`src/rtl/fifo_pkg.sv`:
```
// Shared FIFO-side definitions: data widths, reader FSM states and the
// byte-lane selection helper used by the byte reader.
package fifo_pkg;

   localparam int DATA_W = 32;
   localparam int BYTE_W = 8;

   // Reader FSM: IDLE (may pop), WAIT (read data arriving), SEND (stream bytes)
   typedef enum logic [1:0] {
      IDLE = 2'd0,
      WAIT = 2'd1,
      SEND = 2'd2
   } state_t;

   // Select byte number idx of a word; idx 0 is the first byte sent.
   function automatic logic [BYTE_W-1:0] pick_byte(
      input logic [DATA_W-1:0] word,
      input logic [1:0]        idx,
      input bit                lsb_first
   );
      logic [1:0]        lane;
      logic [BYTE_W-1:0] b;
      lane = lsb_first ? idx : ~idx;
      case (lane)
         2'd0:    b = word[7:0];
         2'd1:    b = word[15:8];
         2'd2:    b = word[23:16];
         default: b = word[31:24];
      endcase
      return b;
   endfunction

endpackage

```
`src/rtl/fifo_byte_reader_if.sv`:
```
// FIFO read port plus downstream byte stream seen by the byte reader.
//
// Handshakes:
//   FIFO side  - Read_enable is a one-cycle strobe; data_out is valid on the
//                cycle after the strobe. empty gates the strobe.
//   Byte side  - byte_out/byte_last are meaningful while byte_valid=1 and are
//                held until a cycle with byte_valid=1 and byte_ready=1, which
//                is the single transfer cycle for that byte.
interface fifo_byte_reader_if;
   import fifo_pkg::*;

   logic              empty;
   logic [DATA_W-1:0] data_out;
   logic              Read_enable;
   logic              byte_ready;
   logic [BYTE_W-1:0] byte_out;
   logic              byte_valid;
   logic              byte_last;

   // The reader drives the strobe and the byte stream
   modport master (
      input  empty, data_out, byte_ready,
      output Read_enable, byte_out, byte_valid, byte_last
   );

   // FIFO model / downstream consumer side
   modport slave (
      output empty, data_out, byte_ready,
      input  Read_enable, byte_out, byte_valid, byte_last
   );

endinterface

```
`src/rtl/fifo_byte_reader.sv`:
```
// Pops 32-bit words from a FIFO and streams them out one byte at a time.
// Fixed timing: strobe in cycle N, first byte valid in N+2, and with the
// consumer always ready the next strobe can come in N+6.
module fifo_byte_reader
   import fifo_pkg::*;
#(
   parameter bit LSB_FIRST = 1'b1,
   parameter int CNT_W     = 16
) (
   input  logic                clk,
   input  logic                reset,
   input  logic                enable,
   fifo_byte_reader_if.master  bus,
   output logic [CNT_W-1:0]    words_read,
   output logic                busy,
   output state_t              state_dbg
);

   state_t            state;
   logic [DATA_W-1:0] word_q;
   logic [1:0]        idx_q;
   logic              valid_q;
   // Low until the first rising edge after reset, so no strobe can appear
   // in the partial cycle in which reset is released.
   logic              started_q;
   logic              xfer;

   assign bus.Read_enable = started_q && (state == IDLE) && enable && !bus.empty;
   assign xfer            = valid_q && bus.byte_ready;

   assign bus.byte_valid  = valid_q;
   assign bus.byte_out    = valid_q ? pick_byte(word_q, idx_q, LSB_FIRST) : '0;
   assign bus.byte_last   = valid_q && (idx_q == 2'd3);
   assign busy            = (state != IDLE);
   assign state_dbg       = state;

   // Reader FSM: pop a word, capture it, then hand out its four bytes
   always_ff @(posedge clk or posedge reset) begin
      if (reset) begin
         state      <= IDLE;
         word_q     <= '0;
         idx_q      <= 2'd0;
         valid_q    <= 1'b0;
         started_q  <= 1'b0;
         words_read <= '0;
      end else begin
         started_q <= 1'b1;
         case (state)
            IDLE: begin
               if (bus.Read_enable) begin
                  state      <= WAIT;
                  words_read <= words_read + 1'b1;
               end
            end
            WAIT: begin
               word_q  <= bus.data_out;
               idx_q   <= 2'd0;
               valid_q <= 1'b1;
               state   <= SEND;
            end
            SEND: begin
               if (xfer) begin
                  idx_q <= idx_q + 2'd1;
                  if (idx_q == 2'd3) begin
                     valid_q <= 1'b0;
                     state   <= IDLE;
                  end
               end
            end
            default: begin
               valid_q <= 1'b0;
               state   <= IDLE;
            end
         endcase
      end
   end

endmodule

```
`src/flat_wrapper.sv`:
```
// flat-port wrapper written by rule: the top's interface ports become plain ports
module fifo_byte_reader_flat import fifo_pkg::*;
#(
   parameter bit LSB_FIRST = 1'b1,
   parameter int CNT_W     = 16
)
  (clk, reset, enable, words_read, busy, state_dbg, bus_empty, bus_data_out, bus_byte_ready, bus_Read_enable, bus_byte_out, bus_byte_valid, bus_byte_last);
  fifo_byte_reader_if bus_i ();
  input  logic clk;
  input  logic reset;
  input  logic enable;
  output logic [CNT_W-1:0] words_read;
  output logic busy;
  output state_t state_dbg;
  input wire logic [$bits(bus_i.empty)-1:0] bus_empty;
  input wire logic [$bits(bus_i.data_out)-1:0] bus_data_out;
  input wire logic [$bits(bus_i.byte_ready)-1:0] bus_byte_ready;
  output wire logic [$bits(bus_i.Read_enable)-1:0] bus_Read_enable;
  output wire logic [$bits(bus_i.byte_out)-1:0] bus_byte_out;
  output wire logic [$bits(bus_i.byte_valid)-1:0] bus_byte_valid;
  output wire logic [$bits(bus_i.byte_last)-1:0] bus_byte_last;
  assign bus_i.empty = bus_empty;
  assign bus_i.data_out = bus_data_out;
  assign bus_i.byte_ready = bus_byte_ready;
  assign bus_Read_enable = bus_i.Read_enable;
  assign bus_byte_out = bus_i.byte_out;
  assign bus_byte_valid = bus_i.byte_valid;
  assign bus_byte_last = bus_i.byte_last;
  fifo_byte_reader #(.LSB_FIRST(LSB_FIRST), .CNT_W(CNT_W)) u_core (.clk(clk), .reset(reset), .enable(enable), .bus(bus_i), .words_read(words_read), .busy(busy), .state_dbg(state_dbg));
endmodule
```
`config.mk`:
```
export PLATFORM = sky130hd
export DESIGN_NAME = fifo_byte_reader_flat
export DESIGN_NICKNAME = d
export VERILOG_FILES = /design/src/rtl/fifo_pkg.sv /design/src/rtl/fifo_byte_reader_if.sv /design/src/rtl/fifo_byte_reader.sv /design/src/flat_wrapper.sv
export SDC_FILE = /design/constraint.sdc
export NUM_CORES = 1
export LEC_CHECK = 0
export BUFFER_PORTS_ARGS = -buffer_cell sky130_fd_sc_hd__buf_4
export CAP_MARGIN = 10
export CORE_MARGIN = 5
export CORE_UTILIZATION = 55
export CTS_BUF_LIST = sky130_fd_sc_hd__clkbuf_16
export DETAILED_ROUTE_END_ITERATION = 6
export PLACE_DENSITY_LB_ADDON = 0.15
export REMOVE_ABC_BUFFERS = 1
export SYNTH_ARGS = -nofsm -noshare
export SYNTH_HDL_FRONTEND = slang
export SYNTH_SLANG_ARGS = --single-unit
```
`constraint.sdc`:
```
create_clock -name clk -period 4.4 [get_ports clk]
set_input_delay 0.88 -clock clk [delete_from_list [all_inputs] [get_ports clk]]
set_output_delay 0.88 -clock clk [all_outputs]
set_load 0.01 [all_outputs]
```
==> reports/metrics.cfg, run 1 <==
[floorplanning]
core_mm2=0.00441
die_h_um=77.8
die-area_mm2=0.00606
ios=67
row_count=24
start_util_pct=57.3
die_x_um=77.8

[sta]
worstMarginPinSlew_ns=0.587
finalSetupTns_ns=0
hold_ws_ns=0.472
finalWorstSetupSlack_ns=1.55
drv_slew=0
maxSlewHeadroom_pct=60.9
clock.fmax_mhz=351
min_period_ns=2.85
finalHoldViolCount=0
post-route-period-util_pct=64.8
setup_viol_count_final=0
rsz0062_at_grt=no
worst_clock_skew_ns=0.00410

[cts]
h-tree-depth=2
cts_tree=built
cts_sinks=54
worstSkewPairLatency_ns=0.28
holdBufCountCts=0
clock-root-buffer=clkbuf_16
post_cts.repair.setup_buffers=0
path_clk_slew_ns=0.06
cts_resized=0
cts_buffers=5
cts_buffer_depth=2

[power_and_ir_drop]
p_leak_nw=1.55
finalPower_mw=1.84
p_per_area_mw_per_mm2=574
ir_drop_mv=0.333

[synthesis]
synth_edf_count=0
netlist_area_mm2=0.00253
synth_area_leaders=dfrtp_1 53%, mux2_2 15%, xor2_1 3.5%
ys.flop_type=dfrtp_1
avgSynthCellArea_um2=12.5
yosysSeqAreaShare_pct=53.4
ys_ff_latch=54
synth_top_area_share_pct=53.4
yosysUniqueCellTypes=34
async_flop_share_pct=100
ys_warn_count=0
yosysTopAreaCell=dfrtp_1
synthCells=203

[placed_design]
portBuffers=66
hpwl_um=3510
place_ws_ns=1.74
place_inst=310
place.gp.congestion=0.773
placed_cell_area_mm2=0.00304

[finish]
final_cell_count_no_fill=319
post-route-util_pct=72.4
multiInputGateArea_mm2=0.00111
regArea_mm2=0.00135
final_cell_area_mm2=0.00320
n_fill_cell=332
drive_above_1_share_pct=44.9
final_nets=308
layout-area-overhead-vs-synth_pct=26.4
n_antenna_cell=0

[worst_setup_path]
worstSetupEndpointType=primary output
crit_family=compound AO/OA/AOI/OAI gates
path_cells=inv_1, ha_1, a222oi_1, o21ai_0, and2_1, buf_4
path_max_fanout=8
start_kind=flip-flop
criticalPathCategory=reg -> out
slowest_delay_ns=0.41
worst_ep_required_time_ns=3.52
cp_data_arrival_time_ns=1.97
worst-path-buf-inv=2
crit_slowest_cell=dfrtp_1

[detailed_routing]
vias=1744
drt_pass1_iterations=4
drt-vias-per-instance=5.47
wl_per_cell_um=15.5
drt_wl_total_um=4950
drtIter0Drc=119
antenna_left=0
drc=0

[worst_hold_path]
hold_class=reg -> reg

[global_route]
grt_overflow_total=0
grt_pass1_vias=1746
track_usage_pct=17.4
grt_max_degree=55
grt_pass1_wl_um=8490
antenna_found_initial=0

[flow_run]
drv_cap=0

[status]
status=completed

==> final cells by class <==
type,count,share of cell area (%)
well taps,52,2.03
flip-flops and latches,54,42.3
repair buffers,68,16.4
inverters,4,0.469
multi-input cells,133,34.6
clock inverters,3,0.391
clock buffers,5,3.91
==> path summary, 6_finish.rpt <==
path	start	endpoint	slack [ns]	depth (start not counted)
max	u_core.idx_q[0]$_DFFE_PP0P_	bus_byte_out[4]	1.55	6
min	u_core.words_read[15]$_DFFE_PP0P_	u_core.words_read[15]$_DFFE_PP0P_	0.47	1
max reg2reg	u_core.state_dbg[0]$_DFFE_PP0P_	u_core.words_read[1]$_DFFE_PP0P_	2.68	3
min reg2reg	u_core.words_read[15]$_DFFE_PP0P_	u_core.words_read[15]$_DFFE_PP0P_	0.47	1
max in group asynchronous	reset	u_core.bus.byte_valid$_DFFE_PP0P_	3.41	3
min in group asynchronous	reset	u_core.word_q[25]$_DFFE_PP0P_	0.51	2
==> power by group <==
part / leakage, nW / internal [mW] / total [mW] / switching [mW]
combinational: 0.803 / 0.387 / 0.656 / 0.269
clock: 0.0724 / 0.206 / 0.364 / 0.158
sequential: 0.678 / 0.677 / 0.816 / 0.139
==> cell usage after synthesis (2+ instances only) <==
master,count
dfrtp_1,54
mux2_2,34
nand2_1,17
and2_1,11
xor2_1,10
a222oi_1,8
o21ai_0,8
clkbuf_1,6
nor2_1,6
and3_1,5
ha_1,5
xnor2_1,5
buf_2,4
inv_1,4
nand3_1,4
nor3_2,3
a22o_1,2
==> worst reg2reg max path: stages, from the launching register on <==
cell and delay (ns):
dfrtp_1 0.51, nor4b_4 0.44, and2_1 0.30, mux2_2 0.35
==> state kept, by name, summed over array words and instances, names as in the netlist <==
signal and count:
u_core.bus.byte_valid 1, u_core.idx_q 2, u_core.started_q 1, u_core.state_dbg 2, u_core.word_q 32, u_core.words_read 16
==> logic make-up (layout without fill, tap and decap cells) <==
group	count (synthesis)	after routing	synth area share (%)
AO/OA/AOI/OAI	23	23	6.92
XOR/XNOR	15	15	5.19
adder cells (fa/ha/maj)	5	5	2.47
buffers and inverters	16	80	2.87
flip-flops	54	54	53.4
multiplexers	34	34	15.1
other	1	1	0.148
AND/OR/NAND/NOR	55	55	13.8
==> placed cells by master, fill, tap and decap left out, drive strengths merged <==
| cell | netlist | routed |
|---|---|---|
| buf | 6 | 68 |
| dfrtp | 54 | 54 |
| mux2 | 34 | 34 |
| nand2 | 17 | 17 |
| and2 | 11 | 11 |
| xor2 | 10 | 10 |
| a222oi | 8 | 8 |
| o21ai | 8 | 8 |
| nor2 | 6 | 6 |
| xnor2 | 5 | 5 |
| and3 | 5 | 5 |
| ha | 5 | 5 |
| clkbuf | 6 | 5 |
| inv | 4 | 5 |
| nand3 | 4 | 4 |
| nor3 | 3 | 3 |
| a22o | 3 | 3 |
| nand4 | 2 | 2 |
| a21o | 2 | 2 |
| clkinv | 0 | 2 |
| nor2b | 1 | 1 |
| nor4b | 1 | 1 |
| a31oi | 1 | 1 |
| or2 | 1 | 1 |
| nand4b | 1 | 1 |
| nor4 | 1 | 1 |
| nand2b | 1 | 1 |
| a21oi | 1 | 1 |
| and2b | 1 | 1 |
| conb | 1 | 1 |
==> routing by layer <==
metal | vias to the layer above | GRT usage, % | part of all wire (%) | wire, um
met5 | - | 0 | 0 | 0
met3 | 5 | 5.32 | 6.1 | 302
met1 | 852 | 23.1 | 44 | 2160
met2 | 49 | 28.0 | 49 | 2440
met4 | 0 | 4.12 | 0.89 | 44
li1 | 838 | - | - | -
No activity file was read; power rests on OpenSTA's default activity.
==> inputs of run 2 (changes only) <==
--- a/config.mk
+++ b/config.mk
@@ -8,7 +8,7 @@
 export BUFFER_PORTS_ARGS = -buffer_cell sky130_fd_sc_hd__buf_4
 export CAP_MARGIN = 10
 export CORE_MARGIN = 5
-export CORE_UTILIZATION = 55
+export CORE_UTILIZATION = 47
 export CTS_BUF_LIST = sky130_fd_sc_hd__clkbuf_16
 export DETAILED_ROUTE_END_ITERATION = 6
 export PLACE_DENSITY_LB_ADDON = 0.15
==> constraint.sdc (replaced) <==
create_clock -name clk -period 2.4 [get_ports clk]
set_input_delay 0.48 -clock clk [delete_from_list [all_inputs] [get_ports clk]]
set_output_delay 0.48 -clock clk [all_outputs]
set_load 0.01 [all_outputs]
==> reports/metrics.cfg, run 2 (synthesis gave the netlist of run 1 again) <==
[placed_design]
place_ws_ns=0.319  ; -1.42 ns
place.gp.congestion=0.757  ; -2.2%
place_inst=330  ; +6.5%
hpwl_um=3620  ; +3.3%
portBuffers=66  ; unchanged

[sta]
clock.fmax_mhz=439
rsz0062_at_grt=no
worst_clock_skew_ns=0.00429  ; +0.000195 ns
finalHoldViolCount=0  ; unchanged
drv_slew=0  ; unchanged
hold_ws_ns=0.272  ; -0.200 ns
min_period_ns=2.28
post-route-period-util_pct=94.8
finalWorstSetupSlack_ns=0.124  ; -1.42 ns
maxSlewHeadroom_pct=58.9  ; -2.0 points
setup_viol_count_final=0  ; unchanged
worstMarginPinSlew_ns=0.615  ; +0.0284 ns
finalSetupTns_ns=0  ; unchanged

[finish]
multiInputGateArea_mm2=0.00114  ; +3.2%
final_cell_count_no_fill=338  ; +6.0%
drive_above_1_share_pct=47.8  ; +2.8 points
layout_commonest_cell=buf_4
top_register=u_core.word_q
final_nets=309  ; +0.32%
regArea_mm2=0.00135  ; about the same
largest_reg_flops=32  ; unchanged
n_fill_cell=411  ; +24%
layout_common_cells=68 x buf_4, 53 x dfrtp_1, 34 x mux2_2, 17 x nand2_1, 11 x and2_1
biggestRegsByFlops=u_core.word_q (32), u_core.words_read (16)
n_antenna_cell=0  ; unchanged
layout-area-overhead-vs-synth_pct=31.1

[floorplanning]
start_util_pct=48.9  ; -8.4 points
die_x_um=83.4  ; +7.1%
ios=67  ; unchanged
row_count=26  ; +8.3%
core_mm2=0.00517  ; +17%
die_h_um=83.4  ; +7.1%
die-area_mm2=0.00695  ; +15%

[cts]
cts_tree=built
cts_buffers=5  ; unchanged
holdBufCountCts=0  ; unchanged
h-tree-depth=2  ; unchanged
cts_buffer_depth=2  ; unchanged
cts_sinks=54  ; unchanged
clock-root-buffer=clkbuf_16
path_clk_slew_ns=0.07  ; about the same
worstSkewPairLatency_ns=0.28  ; about the same
post_cts.repair.setup_buffers=0  ; unchanged

[detailed_routing]
vias=1752  ; +0.46%
drt-vias-per-instance=5.18  ; -5.2%
drtIter0Drc=118  ; -0.84%
drc=0  ; unchanged
wl_per_cell_um=15.2  ; -1.8%
drt_wl_total_um=5150  ; +4.1%
drt_pass1_iterations=5  ; +1
antenna_left=0  ; unchanged

[power_and_ir_drop]
p_leak_nw=1.57  ; +1.3%
finalPower_mw=3.66  ; +99%
p_per_area_mw_per_mm2=1100  ; +92%
ir_drop_mv=0.891  ; +170%

[worst_setup_path]
worstSetupEndpointType=primary output
criticalPathCategory=reg -> out
path_max_fanout=8  ; unchanged
reg2reg_from=u_core.state_dbg[0]$_DFFE_PP0P_
startpoint=u_core.idx_q[0]$_DFFE_PP0P_
cp_data_arrival_time_ns=1.80  ; -0.17 ns
start_kind=flip-flop
worst_ep_required_time_ns=1.92  ; -1.60 ns

[status]
status=completed

[global_route]
grt_overflow_total=0  ; unchanged
antenna_found_initial=0  ; unchanged
grt_pass1_wl_um=8770  ; +3.3%
grt_pass1_vias=1808  ; +3.6%
grt_max_degree=34  ; -38%
track_usage_pct=15.7  ; -1.7 points

[worst_hold_path]
hold_class=in -> async

[flow_run]
drv_cap=0  ; unchanged

run 2: what timing repair did:
item / CTS / global route
resized for setup: 1 / 7
gates cloned: 0 / 0
pin swaps: 0 / 1
setup endpoints to repair: 3 / 8
run 2: worst max-delay path: stages, from the launching register on:
cell and delay [ns]:
dfrtp_1 0.43, inv_2 0.11, ha_4 0.21, a222oi_1 0.33, o21ai_0 0.12, and2_1 0.17
buf_4 0.13
run 2: power breakdown:
group	total, mW	internal, mW	switching, mW
Combinational	1.28	0.751	0.525
Clock	0.897	0.594	0.304
Sequential	1.49	1.24	0.246
Total	3.66	2.59	1.07
run 2: cell type report:
cell class,count,share of cell area [%]
multi-input combinational,133,34.4
clock inverter,3,1.92
tap,70,2.64
sequential,54,40.8
timing repair buffer,69,16.0
clock buffer,5,3.77
inverter,4,0.453
run 2: worst paths after layout:
check	end	slack, ns	cells past startpoint
max	bus_byte_out[4]	0.12	6
min	u_core.words_read[15]$_DFFE_PP0P_	0.27	2
max reg2reg	u_core.words_read[1]$_DFFE_PP0P_	0.67	3
min reg2reg	u_core.words_read[15]$_DFFE_PP0P_	0.47	1
max in group asynchronous	u_core.idx_q[1]$_DFFE_PP0P_	1.56	3
min in group clk	u_core.word_q[26]$_DFFE_PP0P_	0.42	2
run 2: per-stage QoR:
| step | utilization, % | instance area (um^2) |
|---|---|---|
| 6_report | 64.1 | 3320 |
| 5_1_grt | 64.1 | 3320 |
| 4_1_cts | 63.5 | 3290 |
| 3_5_place_dp | 59.8 | 3100 |
| 3_3_place_gp | 59.8 | 3100 |
| 2_1_floorplan | - | 2470 |
run 2: per-layer routing:
metal | wire length (um) | up-vias | track usage [%]
li1 | - | 842 | -
met5 | 0 | - | 0
met3 | 307 | 5 | 5.25
met4 | 52 | 0 | 4.01
met1 | 2280 | 854 | 20.8
met2 | 2510 | 51 | 24.7
